<file path="config.mk">
export PLATFORM = sky130hd
export DESIGN_NAME = wb_arbiter
export DESIGN_NICKNAME = d
export VERILOG_FILES = /design/src/rtl/wb_arbiter.sv
export SDC_FILE = /design/constraint.sdc
export NUM_CORES = 1
export LEC_CHECK = 0
export BUFFER_PORTS_ARGS = -buffer_cell sky130_fd_sc_hd__buf_2
export CAP_MARGIN = 20
export CELL_PAD_IN_SITES_DETAIL_PLACEMENT = 1
export CELL_PAD_IN_SITES_GLOBAL_PLACEMENT = 1
export CORE_AREA = 2 2 189 191
export DETAILED_ROUTE_END_ITERATION = 7
export DIE_AREA = 0 0 191 193
export HOLD_SLACK_MARGIN = 0.08
export PLACE_DENSITY = 0.85
export SLEW_MARGIN = 40
export SYNTH_ARGS = -nofsm -noshare
export SYNTH_HDL_FRONTEND = slang
export SYNTH_SLANG_ARGS = --single-unit
export TNS_END_PERCENT = 20
</file>
<file path="constraint.sdc">
create_clock -name clk -period 8.4 [get_ports clk]
set_input_delay 1.68 -clock clk [delete_from_list [all_inputs] [get_ports clk]]
set_output_delay 1.68 -clock clk [all_outputs]
set_load 0.01 [all_outputs]
</file>
<file path="src/rtl/wb_arbiter.sv">
// wb_arbiter: captures a 4-lane MEM-stage bundle and drains its register
// writes onto two write ports, oldest lanes first, two per cycle.
module wb_arbiter #(
  parameter int NLANE = 4,
  parameter int NPORT = 2
) (
  input  logic                   clk,
  input  logic                   rst,
  input  logic                   in_valid,
  output logic                   in_ready,
  input  logic [NLANE-1:0]       lane_en,
  input  logic [32*NLANE-1:0]    ALU_o,
  input  logic [32*NLANE-1:0]    IR,
  input  logic [32*NLANE-1:0]    LMD,
  input  logic [2*NLANE-1:0]     cmd_type,
  output logic [NPORT-1:0]       wr_en,
  output logic [5*NPORT-1:0]     wr_addr,
  output logic [32*NPORT-1:0]    wr_data,
  output logic                   busy,
  output logic [15:0]            retired
);

  localparam logic [0:0] IDLE  = 1'b0;
  localparam logic [0:0] DRAIN = 1'b1;

  localparam logic [1:0] CMD_LOAD = 2'b01;

  logic [0:0]                  state_q, state_d;
  logic [NLANE-1:0]            pending_q, pending_d;
  logic [NLANE-1:0][4:0]       dest_q;
  logic [NLANE-1:0][31:0]      data_q;
  logic [15:0]                 retired_q, retired_d;

  logic [NLANE-1:0]            cap_mask;
  logic [NLANE-1:0][4:0]       cap_dest;
  logic [NLANE-1:0][31:0]      cap_data;

  logic                        has_first, has_second, same_dest;
  logic [1:0]                  first_idx, second_idx;
  logic [NLANE-1:0]            issued;
  logic [2:0]                  pop_cnt;
  logic                        accept;
  logic                        unused_ir;

  // Only IR[20:11] of each lane carries a destination field.
  always_comb unused_ir = ^(IR & ~{NLANE{32'h001F_F800}});

  // Decode each incoming lane into destination, write data and write-valid.
  always_comb begin
    cap_mask = '0;
    cap_dest = '0;
    cap_data = '0;
    for (int unsigned i = 0; i < NLANE; i++) begin
      if (cmd_type[2*i +: 2] == CMD_LOAD) begin
        cap_dest[i] = IR[32*i+16 +: 5];
        cap_data[i] = LMD[32*i +: 32];
      end else begin
        cap_dest[i] = IR[32*i+11 +: 5];
        cap_data[i] = ALU_o[32*i +: 32];
      end
      cap_mask[i] = lane_en[i] & ~cmd_type[2*i+1] & (cap_dest[i] != '0);
    end
  end

  // Find the two lowest-index pending lanes and the pending population.
  always_comb begin
    has_first  = 1'b0;
    has_second = 1'b0;
    first_idx  = '0;
    second_idx = '0;
    pop_cnt    = '0;
    for (int unsigned i = 0; i < NLANE; i++) begin
      pop_cnt = pop_cnt + 3'(pending_q[i]);
      if (pending_q[i]) begin
        if (!has_first) begin
          has_first = 1'b1;
          first_idx = 2'(i);
        end else if (!has_second) begin
          has_second = 1'b1;
          second_idx = 2'(i);
        end
      end
    end
    same_dest = has_second && (dest_q[first_idx] == dest_q[second_idx]);
  end

  // Drive the write ports; a same-destination pair collapses to the younger lane.
  always_comb begin
    wr_en   = '0;
    wr_addr = '0;
    wr_data = '0;
    issued  = '0;
    if (has_first) begin
      issued[first_idx] = 1'b1;
      if (has_second) begin
        issued[second_idx] = 1'b1;
      end
      if (has_second && !same_dest) begin
        wr_en         = 2'b11;
        wr_addr[4:0]  = dest_q[first_idx];
        wr_data[31:0] = data_q[first_idx];
        wr_addr[9:5]  = dest_q[second_idx];
        wr_data[63:32] = data_q[second_idx];
      end else if (has_second) begin
        wr_en         = 2'b01;
        wr_addr[4:0]  = dest_q[second_idx];
        wr_data[31:0] = data_q[second_idx];
      end else begin
        wr_en         = 2'b01;
        wr_addr[4:0]  = dest_q[first_idx];
        wr_data[31:0] = data_q[first_idx];
      end
    end
  end

  // Next-state: a new bundle can only arrive while everything pending issues
  // this cycle, so its mask simply replaces the old one.
  always_comb begin
    in_ready  = (pop_cnt <= 3'd2);
    accept    = in_valid & in_ready;
    pending_d = accept ? cap_mask : (pending_q & ~issued);
    state_d   = (pending_d != '0) ? DRAIN : IDLE;
    retired_d = retired_q + 16'(wr_en[0]) + 16'(wr_en[1]);
  end

  // State, pending mask, retired counter and latched bundle.
  always_ff @(posedge clk) begin
    if (rst) begin
      state_q   <= IDLE;
      pending_q <= '0;
      retired_q <= '0;
      dest_q    <= '0;
      data_q    <= '0;
    end else begin
      state_q   <= state_d;
      pending_q <= pending_d;
      retired_q <= retired_d;
      if (accept) begin
        dest_q <= cap_dest;
        data_q <= cap_data;
      end
    end
  end

  assign busy    = (state_q == DRAIN);
  assign retired = retired_q;

endmodule

</file>
==> results of run 1 <==
state kept, by name, summed over array words and instances, names as in the netlist:
name and flops:
data_q 128, dest_q 20, retired 16, pending_q 4, busy 1
cell families after synthesis:
| group | synth area share |
|---|---|
| and+or+nand+nor | 0.181 |
| DFF | 0.335 |
| adders and majority gates | 0.0139 |
| AOI/OAI and AO/OA | 0.219 |
| muxes | 0.186 |
| xor gates and xnor gates | 0.0139 |
| buffers and inverters | 0.0508 |
routing by layer:
metal	GRT usage	vias up	wire length [um]
met5	0	-	0
met4	0.0912	0	1210
met3	0.0500	83	2760
met2	0.419	475	22000
met1	0.268	5464	17400
li1	-	5229	-
path summary, 6_finish.rpt:
check / start / endpoint / depth (start not counted)
max reg2reg: pending_q[0] / retired[12] / 14
min reg2reg: retired[10] / retired[10] / 2
max: pending_q[0] / wr_addr[5] / 11
min: retired[10] / retired[10] / 2
worst min-delay path: cells and delay by family, from the launching register on:
| family | cells | cell delay, ns |
|---|---|---|
| AOI/OAI and AO/OA | 2 | 0.14 |
| DFF | 1 | 0.33 |
cell type report:
class	count	area [um2]
Inverter	9	33.8
Fill cell	4250	21900
Sequential cell	169	3380
Clock buffer	25	485
Tap cell	461	577
Timing Repair Buffer	419	2170
Clock inverter	6	42.5
Multi-Input combinational cell	932	6320
cell usage in the layout (no fill, tap or decap), drive strengths merged, types with 4 or more instances in the layout:
master / count
nor4: 4
ha: 8
nand2: 14
a31oi: 4
o21ai: 42
a21oi: 8
dfxtp: 169
clkbuf: 25
clkinv: 4
nor3: 108
o22ai: 103
a2111oi: 4
nand3: 8
a211oi: 148
nand2b: 11
o221ai: 4
nor2: 212
inv: 9
mux2: 32
mux2i: 152
nor2b: 9
buf: 419
xor2: 14
and3b: 5
nand4: 7
or4: 5
metrics by stage:
| step | cell area [um2] | utilization | cells |
|---|---|---|---|
| floorplan | 10100 | - | 1227 |
| global placement | 12400 | 0.355 | 1989 |
| detailed placement | 12400 | 0.356 | 1989 |
| CTS | 13000 | 0.371 | 2020 |
| global route | 13000 | 0.372 | 2021 |
| finish | 13000 | 0.372 | 2021 |
report_power, final:
part | internal [uW] | switching, uW
clock | 400 | 336
combinational | 192 | 267
sequential | 863 | 55.0
==> flow_summary.json, run 1 <==
{
  "status": "completed",
  "crit_buf_inv": 3,
  "core_um2": 35000,
  "die_w_um": 191,
  "io_buffer_count": 404,
  "num_rows": 69,
  "slew_viol_final": 0,
  "worst_path_largest_cell_delay_ns": 0.69,
  "yosys_warnings": 0,
  "syn_to_final_growth_pct": 28.9,
  "numCtsBuffers": 17,
  "synth_common_cells": "nor2_1, dfxtp_1, mux2i_1",
  "vias_per_cell": 5.57,
  "cp.arrival_ns": 4.67,
  "nNetsFinal": 1957,
  "worst-r2r-setup-slack_ns": 3.46,
  "grt_pass1_wl_um": 66100,
  "num_antenna_cells": 0,
  "path_class": "reg2out",
  "cts_root_buf": "clkbuf_16",
  "overflow": 0,
  "grt_pass1_vias": 11829,
  "first_pass_iters": 5,
  "max_slew_margin": 0.450,
  "yosysTopAreaCellShare": 0.335,
  "cts_max_path_buffers": 2,
  "pin_count": 493,
  "dp_slack_ns": 2.25,
  "peakVddDrop_mv": 0.140,
  "cts_tree": "built",
  "crit_path_top_delay_cell": "o21ai_4",
  "hpwl_um": 30500,
  "post-cts-setup-buffers": 0,
  "crit_path_end_kind": "output pin",
  "drcViolationCount": 0,
  "ys.flop_type": "dfxtp_1",
  "ys_ff_latch": 169,
  "yosys.area.top_type": "dfxtp_1",
  "syn_area_um2": 10100,
  "hold_ws_ns": 0.509,
  "path_cells": "inv_1 > ha_1 > nor3b_1 > a211o_4 > o22ai_1 > o22ai_1 > nand4_2 > o21ai_4 > buf_4 > nor3_1 > buf_2",
  "grt_usage": 0.233,
  "cp_top_family": "compound AO/OA/AOI/OAI gates",
  "start_util": 0.289,
  "yosysSeqAreaShare": 0.335,
  "synth_nets": 1636,
  "start_kind": "flip-flop",
  "routed_wl_um": 43400,
  "hold_viol": 0,
  "wl_per_cell_um": 21.5,
  "die_y_um": 193,
  "async_flop_share": 0,
  "grt_max_degree": 112,
  "critical_path.most_common_cell": "o22ai_1",
  "vias": 11251,
  "setup_violations": 0,
  "fin_crit_ns": 6.35,
  "worstSkewPairLatency_ns": 0.44,
  "cts_sinks": 169,
  "dieArea_um2": 36900,
  "report.power.total_uw": 2110,
  "layout_setup_ws_ns": 2.05,
  "path_clk_slew_ns": 0.06,
  "antenna_found_initial": 0,
  "synth_most_common_cell": "nor2_1",
  "rsz0062_at_grt": "false",
  "synth-edff-count": 0,
  "crit_fanout": 34,
  "holdCritPathClass": "reg2reg",
  "avgSynthCellArea_um2": 8.23,
  "hold_buffers": 0,
  "tns_ns": 0,
  "finClkSkew_ns": 0.0109,
  "worst-endpoint-required_ns": 6.72,
  "synthDistinctLibCells": 53,
  "powerDensity_nw_per_um2": 162,
  "synth_area_leaders": "dfxtp_1, mux2i_1, a211oi_1, nor2_1, o22ai_1",
  "fmax_ghz": 0.157,
  "max-cap-violations": 0,
  "p_leak_uw": 0.00560,
  "place.gp.congestion": 0.862,
  "htree_levels": 4,
  "worstMarginPinSlew_ns": 0.824,
  "cts.repair.resized": 0,
  "netlist_instances": 1227,
  "layout-drive-gt1-share": 0.319,
  "finalCritPeriodShare": 0.756,
  "ant_nets": 0,
  "first_iter_violations": 648
}
Note: power is estimated with default switching activity, not from simulation.
==> run 2, diff against run 1 <==
--- a/config.mk
+++ b/config.mk
@@ -9,11 +9,12 @@
 export CAP_MARGIN = 20
 export CELL_PAD_IN_SITES_DETAIL_PLACEMENT = 1
 export CELL_PAD_IN_SITES_GLOBAL_PLACEMENT = 1
-export CORE_AREA = 2 2 189 191
+export CORE_ASPECT_RATIO = 0.7
+export CORE_MARGIN = 2
+export CORE_UTILIZATION = 30
 export DETAILED_ROUTE_END_ITERATION = 7
-export DIE_AREA = 0 0 191 193
 export HOLD_SLACK_MARGIN = 0.08
-export PLACE_DENSITY = 0.85
+export PLACE_DENSITY = 0.9
 export SLEW_MARGIN = 40
 export SYNTH_ARGS = -nofsm -noshare
 export SYNTH_HDL_FRONTEND = slang
==> constraint.sdc (replaced) <==
create_clock -name clk -period 5.1 [get_ports clk]
set_input_delay 1.02 -clock clk [delete_from_list [all_inputs] [get_ports clk]]
set_output_delay 1.02 -clock clk [all_outputs]
set_load 0.01 [all_outputs]
==> flow_summary.json, run 2 (same netlist as run 1, synthesis figures left out) <==
{
  "largest_register": "data_q",
  "dieArea_um2": 35200,
  "cp.depth": 10,
  "grt_max_degree": 137,
  "tns_ns": 0,
  "worst-r2r-setup-slack_ns": 0.83,
  "power_switching_uw": 1120,
  "hold_ws_ns": 0.517,
  "crit_path_top_delay_cell": "ha_1",
  "worst_path_largest_cell_delay_ns": 0.59,
  "io_buffer_count": 404,
  "status": "completed",
  "p_clk_frac": 0.365,
  "overflow": 0,
  "grt_pass1_wl_um": 67100,
  "vias_per_cell": 5.68,
  "final_common_cell": "buf_2",
  "hold_buffers": 0,
  "antenna_found_initial": 0,
  "pin_count": 493,
  "slew_viol_final": 0,
  "worstMarginPinSlew_ns": 0.856,
  "grt_usage": 0.249,
  "num_rows": 56,
  "cp.arrival_ns": 3.93,
  "grt_pass1_vias": 11798,
  "path_class": "reg2out",
  "num_antenna_cells": 0,
  "reg2reg_depth": 14,
  "cts_sinks": 169,
  "regToRegEndpoint": "retired[14]",
  "reg2reg_from": "pending_q[1]",
  "peakVddDrop_mv": 0.184,
  "crit_path_end_kind": "output pin",
  "path_clk_slew_ns": 0.06,
  "swShare": 0.310,
  "combPwrFrac": 0.217,
  "p_leak_uw": 0.00569,
  "max-cap-violations": 0,
  "hold_start": "data_q[13]",
  "cp-endpoint": "wr_data[31]",
  "finalCritPeriodShare": 0.970,
  "layout-drive-gt1-share": 0.327,
  "cts_max_path_buffers": 2,
  "die_w_um": 223,
  "first_pass_iters": 5,
  "first_iter_violations": 815,
  "worstSkewPairLatency_ns": 0.44,
  "dp_slack_ns": 0.324,
  "numCtsBuffers": 17,
  "vias": 11414,
  "setup_violations": 0,
  "final_cell_mix": "buf_2, nor2_1, dfxtp_1",
  "fin_crit_ns": 4.95,
  "core_um2": 33400,
  "hold_viol": 0,
  "cts_root_buf": "clkbuf_16",
  "drcViolationCount": 0,
  "worst-endpoint-required_ns": 4.08,
  "layout_setup_ws_ns": 0.152,
  "finClkSkew_ns": 0.0109,
  "cp_top_family": "simple AND/OR/NAND/NOR gates",
  "routed_wl_um": 45400,
  "p_seq_frac": 0.418,
  "start_kind": "flip-flop",
  "die_y_um": 157,
  "htree_levels": 4,
  "cts_tree": "built",
  "ant_nets": 0,
  "rsz0062_at_grt": "false",
  "worstSetupStartpoint": "pending_q[1]",
  "hpwl_um": 32400,
  "start_util": 0.303,
  "crit_fanout": 32,
  "path_cells": "ha_1 > or4b_4 > o22ai_1 > nor4_2 > xor2_1 > nand4_2 > nor3_4 > buf_12 > mux2_1 > buf_2",
  "fmax_ghz": 0.202,
  "holdCritPathClass": "reg2reg",
  "wl_per_cell_um": 22.6,
  "largest_reg_flops": 128,
  "holdPathStages": 2,
  "place.gp.congestion": 0.885,
  "max_slew_margin": 0.428,
  "syn_to_final_growth_pct": 30.6,
  "nNetsFinal": 1970,
  "p_int_uw": 2490,
  "crit_buf_inv": 2,
  "powerDensity_nw_per_um2": 274,
  "post-cts-setup-buffers": 0
}
==> run 2: cell count changes in the layout (fill, tap and decap cells not counted), moves of 2 or more <==
cell / before / now
buf_4: 11 / 23
buf_6: 4 / 0
buf_12: 0 / 3
clkinvlp_4: 2 / 5
a2111oi_0: 4 / 2
a2111oi_1: 0 / 2
bufinv_16: 0 / 2
clkbuf_1: 5 / 3
nor4_1: 4 / 2
nor4_2: 0 / 2
==> run 2: worst min-delay path by stage <==
stage                             end  slack (ns)
after global placement    retired[10]        0.48
after CTS                  data_q[19]        0.52
after floorplan             dest_q[6]        0.49
after detailed placement   data_q[19]        0.51
final                      data_q[13]        0.52
after global routing       data_q[13]        0.54
==> run 2: layout make-up <==
class / count / area (um2)
fillers: 4079 / 20200
well taps: 435 / 544
flip-flops and latches: 169 / 3380
clock inverters: 10 / 120
inverters: 9 / 33.8
multi-input cells: 932 / 6320
clock buffers: 22 / 464
repair buffers: 432 / 2320
==> run 2: worst min-delay path: cells and delay by family, from the launching register on <==
family | cells | cell delay [ns]
AO/OA/AOI/OAI | 1 | 0.05
flip-flops | 1 | 0.32
AND/OR/NAND/NOR | 1 | 0.10
==> run 2: metal layers <==
metal | global-route usage | wire (um) | share of wire | up-vias
met2 | 0.425 | 22100 | 0.49 | 466
met5 | 0 | 0 | 0 | -
met3 | 0.0511 | 2920 | 0.064 | 69
li1 | - | - | - | 5261
met1 | 0.313 | 19500 | 0.43 | 5618
met4 | 0.0905 | 991 | 0.022 | 0
==> run 2: timing repair <==
item                                    4_1_cts  5_1_grt
pin swaps                                     0        0
endpoints found under the setup margin       32       33
gates resized for setup                       1        6
==> run 2: per-stage QoR <==
step	total power (uW)	instance area, um2	utilization	cells
2_1_floorplan	1950	10100	-	1227
3_3_place_gp	2260	12500	0.375	1975
3_5_place_dp	2310	12500	0.375	1975
4_1_cts	3630	13100	0.393	2007
5_1_grt	3780	13200	0.395	2009
6_report	3620	13200	0.395	2009
==> run 2: power groups by stage <==
stage               logic, uW  clock network, uW  registers (uW)
global route              851               1400            1520
finish                    785               1320            1510
global placement          734                  0            1530
floorplan                 445                  0            1510
detailed placement        768                  0            1540
CTS                       772               1350            1510
